--- config.mk ---
export PLATFORM = sky130hd
export DESIGN_NAME = add_sub_serial_p
export DESIGN_NICKNAME = d
export VERILOG_FILES = /design/src/rtl/add_serial_pkg.sv /design/src/rtl/serial_digit_add.sv /design/src/rtl/add_sub_serial_p.sv
export SDC_FILE = /design/constraint.sdc
export NUM_CORES = 1
export LEC_CHECK = 0
export ABC_CLOCK_PERIOD_IN_PS = 3400
export BUFFER_PORTS_ARGS = -buffer_cell sky130_fd_sc_hd__clkbuf_2
export CAP_MARGIN = 20
export CORE_MARGIN = 2
export CORE_UTILIZATION = 55
export CTS_CLUSTER_SIZE = 20
export DETAILED_ROUTE_END_ITERATION = 6
export PLACE_DENSITY = 0.85
export SLEW_MARGIN = 25
export SYNTH_ARGS = -nofsm -noshare
export SYNTH_HDL_FRONTEND = slang
export SYNTH_HIERARCHICAL = 1
export SYNTH_SLANG_ARGS = --single-unit
--- constraint.sdc ---
create_clock -name clk -period 3.4 [get_ports clk]
set_clock_uncertainty 0.05 [all_clocks]
set_input_delay 0.34 -clock clk [delete_from_list [all_inputs] [get_ports clk]]
set_output_delay 0.34 -clock clk [all_outputs]
set_load 0.02 [all_outputs]
--- src/rtl/add_serial_pkg.sv ---
// Shared types for the digit-serial adder/subtractor: FSM state encoding,
// operation mode constants and a counter width helper.
package add_serial_pkg;

  typedef enum logic [1:0] {
    IDLE = 2'd0,
    RUN  = 2'd1,
    DONE = 2'd2
  } state_e;

  localparam logic MODE_ADD = 1'b0;
  localparam logic MODE_SUB = 1'b1;

  // Digit counter width: enough to count WIDTH/DIGIT steps, never below 1 bit.
  function automatic int cnt_width(input int n_digits);
    return (n_digits > 1) ? $clog2(n_digits) : 1;
  endfunction

endpackage

--- src/rtl/serial_digit_add.sv ---
// Combinational DIGIT-bit adder slice. Besides the digit sum and carry-out it
// reports the carry into the slice's top bit, which the top uses for signed
// overflow on the final digit.
module serial_digit_add
  import add_serial_pkg::*;
#(
  parameter int DIGIT = 1
) (
  input  logic [DIGIT-1:0] a,
  input  logic [DIGIT-1:0] b,
  input  logic             cin,
  output logic [DIGIT-1:0] d,
  output logic             cout,
  output logic             c_msb_in
);

  logic [DIGIT:0] total;

  // Plain ripple sum; carry into the MSB is recovered as sum ^ a ^ b of that bit.
  always_comb begin
    total    = {1'b0, a} + {1'b0, b} + {{DIGIT{1'b0}}, cin};
    d        = total[DIGIT-1:0];
    cout     = total[DIGIT];
    c_msb_in = total[DIGIT-1] ^ a[DIGIT-1] ^ b[DIGIT-1];
  end

endmodule

--- src/rtl/add_sub_serial_p.sv ---
// Digit-serial adder/subtractor: takes two WIDTH-bit operands over a
// valid/ready handshake, processes DIGIT bits per clock and holds the result
// until the consumer accepts it.
// Optional feature macro: ADD_SERIAL_OVF_EN adds the signed-overflow output.
//
// Handshake: an input transfer happens on a rising edge where in_valid and
// in_ready are both high; an output transfer happens on a rising edge where
// out_valid and out_ready are both high. While out_valid is high and
// out_ready is low, sum/cout/ovf do not change. in_ready is high only in IDLE,
// out_valid only in DONE.
module add_sub_serial_p
  import add_serial_pkg::*;
#(
  parameter int WIDTH = 8,
  parameter int DIGIT = 1
) (
  input  logic             clk,
  input  logic             rst_n,
  input  logic             clr,
  input  logic             in_valid,
  output logic             in_ready,
  input  logic [WIDTH-1:0] a,
  input  logic [WIDTH-1:0] b,
  input  logic             sub,
  output logic             out_valid,
  input  logic             out_ready,
  output logic [WIDTH-1:0] sum,
  output logic             cout,
`ifdef ADD_SERIAL_OVF_EN
  output logic             ovf,
`endif
  output logic [1:0]       dbg_state_o
);

  localparam int NDIG  = WIDTH / DIGIT;
  localparam int CNT_W = cnt_width(NDIG);
  localparam logic [CNT_W-1:0] LAST_CNT = CNT_W'(NDIG - 1);

  if (WIDTH < 2 || DIGIT < 1 || (WIDTH % DIGIT) != 0) begin : g_bad_param
    $error("add_sub_serial_p: DIGIT must divide WIDTH and WIDTH must be >= 2");
  end

  state_e           state_q, state_d;
  logic [WIDTH-1:0] a_q, a_d, b_q, b_d, sum_q, sum_d;
  logic [CNT_W-1:0] cnt_q, cnt_d;
  logic             carry_q, carry_d, cout_q, cout_d;
  logic [DIGIT-1:0] dig;
  logic             dig_cout, dig_c_msb;
  logic [WIDTH-1:0] sum_shift;
`ifdef ADD_SERIAL_OVF_EN
  logic             ovf_q, ovf_d;
`else
  logic             unused_c_msb;
  assign unused_c_msb = dig_c_msb;
`endif

  serial_digit_add #(.DIGIT(DIGIT)) u_slice (
    .a        (a_q[DIGIT-1:0]),
    .b        (b_q[DIGIT-1:0]),
    .cin      (carry_q),
    .d        (dig),
    .cout     (dig_cout),
    .c_msb_in (dig_c_msb)
  );

  // New digits enter the result at the top so the LSB digit ends up at bit 0.
  if (DIGIT == WIDTH) begin : g_one_digit
    assign sum_shift = dig;
  end else begin : g_multi_digit
    assign sum_shift = {dig, sum_q[WIDTH-1:DIGIT]};
  end

  // Next-state and datapath updates; clr overrides every transition.
  always_comb begin
    state_d = state_q;
    a_d     = a_q;
    b_d     = b_q;
    sum_d   = sum_q;
    cnt_d   = cnt_q;
    carry_d = carry_q;
    cout_d  = cout_q;
`ifdef ADD_SERIAL_OVF_EN
    ovf_d   = ovf_q;
`endif
    if (clr) begin
      state_d = IDLE;
    end else begin
      unique case (state_q)
        IDLE: begin
          if (in_valid) begin
            // Subtraction is A + ~B + 1: invert B here, inject the +1 as carry-in.
            a_d     = a;
            b_d     = (sub == MODE_SUB) ? ~b : b;
            carry_d = sub;
            cnt_d   = '0;
            sum_d   = '0;
            state_d = RUN;
          end
        end
        RUN: begin
          sum_d   = sum_shift;
          a_d     = a_q >> DIGIT;
          b_d     = b_q >> DIGIT;
          carry_d = dig_cout;
          cnt_d   = cnt_q + CNT_W'(1);
          if (cnt_q == LAST_CNT) begin
            state_d = DONE;
            cout_d  = dig_cout;
`ifdef ADD_SERIAL_OVF_EN
            ovf_d   = dig_c_msb ^ dig_cout;
`endif
          end
        end
        DONE: begin
          if (out_ready) state_d = IDLE;
        end
        default: state_d = IDLE;
      endcase
    end
  end

  // State and datapath registers with asynchronous active-low reset.
  always_ff @(posedge clk or negedge rst_n) begin
    if (!rst_n) begin
      state_q <= IDLE;
      a_q     <= '0;
      b_q     <= '0;
      sum_q   <= '0;
      cnt_q   <= '0;
      carry_q <= 1'b0;
      cout_q  <= 1'b0;
`ifdef ADD_SERIAL_OVF_EN
      ovf_q   <= 1'b0;
`endif
    end else begin
      state_q <= state_d;
      a_q     <= a_d;
      b_q     <= b_d;
      sum_q   <= sum_d;
      cnt_q   <= cnt_d;
      carry_q <= carry_d;
      cout_q  <= cout_d;
`ifdef ADD_SERIAL_OVF_EN
      ovf_q   <= ovf_d;
`endif
    end
  end

  assign in_ready    = (state_q == IDLE);
  assign out_valid   = (state_q == DONE);
  assign sum         = sum_q;
  assign cout        = cout_q;
`ifdef ADD_SERIAL_OVF_EN
  assign ovf         = ovf_q;
`endif
  assign dbg_state_o = state_q;

endmodule

; ---- Yosys cells after proc, flatten, opt, wreduce, memory -nomap -nowiden
; Index checks and enable logic that the tools add are counted.
[classes]
reduce_logical = 5
n_eq_ne = 7
n_bitwise = 2
muxes = 16
n_addsub = 3
[op_table]
columns = operator, n
row1 = $pmux 8 s2, 3
row2 = $mux 8, 4
row3 = $reduce_and 3->1, 3
row4 = $mux 2, 4
row5 = $not 8->8, 1
row6 = $ne 3x3->1 const B, 2
row7 = $pmux 2 s3, 1
row8 = $pmux 3 s2, 1
row9 = $add 3x1->3 const B, 1
row10 = $eq 3x3->1 const B, 1
row11 = $mux 3, 1
row12 = $ne 3x2->1 const B, 1
row13 = $add 1x1->2, 1
row14 = $add 2x1->2, 1
row15 = $eq 2x1->1 const B, 1
row16 = $eq 2x2->1 const B, 1
row17 = $logic_not 2->1, 1
row18 = $ne 2x2->1 const B, 1
row19 = $pmux 1 s2, 1
row20 = $reduce_bool 2->1, 1
row21 = $mux 1, 1
row22 = $not 1->1, 1
[word_totals]
inputBits = 22
ff_bits = 31
word_cells = 40
out_inout_bits = 13

; ---- Logic depth before layout (Yosys ltp)
[depth]
word_depth = 4
ltp_mapped = 6
mapped_depth_nobuf = 5

; ---- Modules after synthesis
; Netlist, hierarchy kept.
[by_module_without_submodules]
columns = mod, n_inst, seq_area_each_um2, cells_each, area_per_inst_um2
row1 = add_sub_serial_p, 1, 775.7, 128, 1453.9
row2 = serial_digit_add, 1, 0.0, 2, 43.8

; ---- Worst setup path before layout
; No wires, ideal clock.
[synth_path]
path_type = reg2reg
start = register state_q[1], in the netlist dbg_state_o[1]
end = register sum_q[5], in the netlist sum[5]
setup_time_ns = 0.121
period_less_slack_ns = 1.719
path_stages_with_launch = 7
required_ns = 3.229
slack_ns = 1.681
arrival_ns = 1.548
path_buffers = 3
cell_sequence = dfrtp_1 -> or2_0 -> buf_6 -> or2_1 -> buf_6 -> buf_6 -> a22o_1
[synth_between]
elab_chain_cells = 3
word_cells_on_any_way = 6
cone_classes = 2 x eq/ne / 1 x mux / 3 x reduce/logical
[synth_rtl]
columns = item, line
row1 = from (decl), add_sub_serial_p.sv:43  ; state_e state_q, state_d;
row2 = from (signal assigned), add_sub_serial_p.sv:136  ; state_q <= state_d;
row3 = $eq 2x1->1 / $logic_not 2->1 (equally long branches), add_sub_serial_p.sv:88  ; unique case (state_q)
row4 = $reduce_bool 2->1 (no source line) / $ne 2x2->1 (equally long branches), -
row5 = $reduce_and 3->1 (no source line), -
row6 = to (signal assigned), add_sub_serial_p.sv:139  ; sum_q <= sum_d;
row7 = to (decl), add_sub_serial_p.sv:44  ; logic [WIDTH-1:0] a_q, a_d, b_q, b_d, sum_q, sum_d;
; Several ways; a longest one is shown, not always the timed one.
; A chain may end at the register's enable or synchronous reset.

; ---- Worst setup path after layout
[layout_path]
start = register state_q[1], in the netlist dbg_state_o[1]
end = register a_q[4]
[layout_between]
elab_chain_cells = 3
word_cells_on_any_way = 6
cone_classes = 2 x eq/ne / 1 x mux / 3 x reduce/logical
[layout_rtl]
columns = item, line
row1 = $eq 2x1->1 / $logic_not 2->1 (equally long branches), add_sub_serial_p.sv:88
row2 = $reduce_bool 2->1 (no source line) / $ne 2x2->1 (equally long branches), -
row3 = $reduce_and 3->1 (no source line), -
row4 = to (signal assigned), add_sub_serial_p.sv:126  ; a_q <= '0;
row5 = to (signal assigned), add_sub_serial_p.sv:137  ; a_q <= a_d;
row6 = to (decl), add_sub_serial_p.sv:44
; Several ways; a longest one is shown, not always the timed one.

==> impl_metrics.json <==
{
  "startpoint_type": "flip-flop",
  "htree_levels": 2,
  "clk_root_buffer_cell": "sky130_fd_sc_hd__clkbuf_4",
  "finalSetupViolCount": 0,
  "clock_transition_at_the_register_clock_pins_on_the_worst_setup_and_hold_paths_after_cts_ns": 0.10,
  "rows": 18,
  "layout-drive-gt1-share_pct": 28.2,
  "antenna_found_initial": 0,
  "dieHeight_um": 55.8,
  "max_cap_viol_count": 0,
  "largest_net_degree_at_the_start_of_global_routing": 32,
  "numCtsBuffers": 5,
  "status": "finished, final reports clean",
  "dpl-instance-area_um2": 1630,
  "yosys_warning_count": 6,
  "min-delay-path-class": "input pin to asynchronous set/reset pin",
  "grt_setup_unrepaired": "false",
  "routabilityCongestion": 0.708,
  "ir_worst_vdd_mv": 0.337,
  "synth_cells": 129,
  "areaGrowthSynthToFinish_pct": 14.4,
  "timing_worst_setup_path_type": "flip-flop to flip-flop",
  "synth_area_per_cell_um2": 11.4,
  "cpPeakStageDelay_ns": 0.75,
  "tightestPinTransition_ns": 0.833,
  "worst_slew_margin_pct": 44.4,
  "antenna_cells": 0,
  "synth.net_count": 154,
  "first_global_vias": 1023,
  "timing.final.hold_violations": 0,
  "core_area_um2": 2500,
  "detailedPlacementHpwl_mm": 1.88,
  "detail_route.wl_per_cell_um": 14.2,
  "power_density_nw_per_um2": 480,
  "highest_net_fanout_along_the_worst_path": 28,
  "worstPathBufferInverterCount": 0,
  "floorplan.initialDensity_pct": 59.0,
  "global_route.usage.total_pct": 19.9,
  "slew_viol_final": 0,
  "layout.cells.most_common": "sky130_fd_sc_hd__clkbuf_2",
  "first_iter_violations": 39,
  "vias_per_cell": 5.59,
  "maxClockFrequency_ghz": 0.438,
  "clock_tree_from_tritoncts": "done",
  "boundaryPins": 35,
  "final_cell_mix": "34 x sky130_fd_sc_hd__clkbuf_2, 33 x sky130_fd_sc_hd__o21ai_0, 31 x sky130_fd_sc_hd__dfrtp_1, 16 x sky130_fd_sc_hd__mux2i_1, 10 x sky130_fd_sc_hd__a22o_1",
  "fp.dieW_um": 55.8,
  "detail_route.drc_violations": 0,
  "cts.sink_count": 31,
  "critical_path.slowest_cell": "sky130_fd_sc_hd__or2_1",
  "synth_area_um2": 1470,
  "critical_path.endpoint_type": "flip-flop",
  "grt_overflow_total": 0,
  "path_cells": "or2_0 > or2_1 > o21ai_0",
  "numPortBuffers": 34,
  "post_cts.resized_instances": 0,
  "detailroute.via_count": 1079,
  "cp.required_ns": 3.52,
  "final_nets": 187,
  "critPathArrivalTime_ns": 2.41,
  "grt_pass1_wl_mm": 4.77,
  "worst_skew_pair.late_latency_ns": 0.33,
  "drtAntennaViolNets": 0,
  "final_area_um2": 1690,
  "finalCriticalPeriod_ns": 2.28,
  "fp.dieArea_um2": 3110,
  "wl_mm": 2.74,
  "firstDrtPassIters": 4,
  "leakagePower_nw": 0.861,
  "critPathTopFamily": "simple AND/OR/NAND/NOR gates",
  "tns_ns": 0,
  "cts_buffer_depth": 2,
  "hold_buffers": 0,
  "cts_post_setup_buffers_inserted": 0,
  "final_min_period_over_clock_period_pct": 67.2
}
through the flow:
step	setup slack [ns]	utilization, %	std cells	power [mW]	hold WS (ns)
4_1_cts	1.10	67.5	193	0.820	0.0316
6_report	1.12	67.5	193	0.809	0.00570
5_1_grt	0.870	67.5	193	0.862	0.0556
3_5_place_dp	1.10	65.4	185	0.613	0.400
3_3_place_gp	1.21	65.4	185	0.603	0.385
2_1_floorplan	1.68	-	129	0.556	-0.00559
where the power goes:
part,internal (mW),switching (mW),total (mW)
Combinational,0.0692,0.0863,0.156
Sequential,0.419,0.0306,0.449
Clock,0.0768,0.127,0.204
Total,0.565,0.244,0.809
worst reg2reg max path: cells and delay by family, from the launching register on:
kind | cells | cell delay [ns]
and+or+nand+nor | 2 | 1.42
AOI/OAI and AO/OA | 1 | 0.23
DFF | 1 | 0.43
sequential cells by signal, indices dropped and copies added, names as in the netlist:
register     count
cnt_q            3
b_q              8
sum              8
a_q              8
cout             1
carry_q          1
dbg_state_o      2
worst paths after layout:
kind	from	endpoint	slack, ns	cells after the start
max	dbg_state_o[1]	a_q[4]	1.12	3
min	rst_n	a_q[2]	0.006	1
max reg2reg	dbg_state_o[1]	a_q[4]	1.12	3
min reg2reg	sum[0]	sum[0]	0.47	1
max in group asynchronous	rst_n	sum[0]	2.81	1
min in group clk	clr	dbg_state_o[1]	0.13	2
layer usage:
layer  wire, um  global-route usage, %  share of wire, %
met1       1240                   26.2                45
met2       1340                   31.0                49
met3        132                   7.67               4.8
met4         23                   5.23              0.84
met5          0                      0                 0
layout make-up:
class                   instances  area [um2]
flip-flops and latches         31         776
multi-input cells              86         628
inverters                       2        7.51
clock buffers                   5        37.5
clock inverters                 3        15.0
repair buffers                 36         185
fillers                       201         813
well taps                      30        37.5
Note: power is estimated with default switching activity, not from simulation.
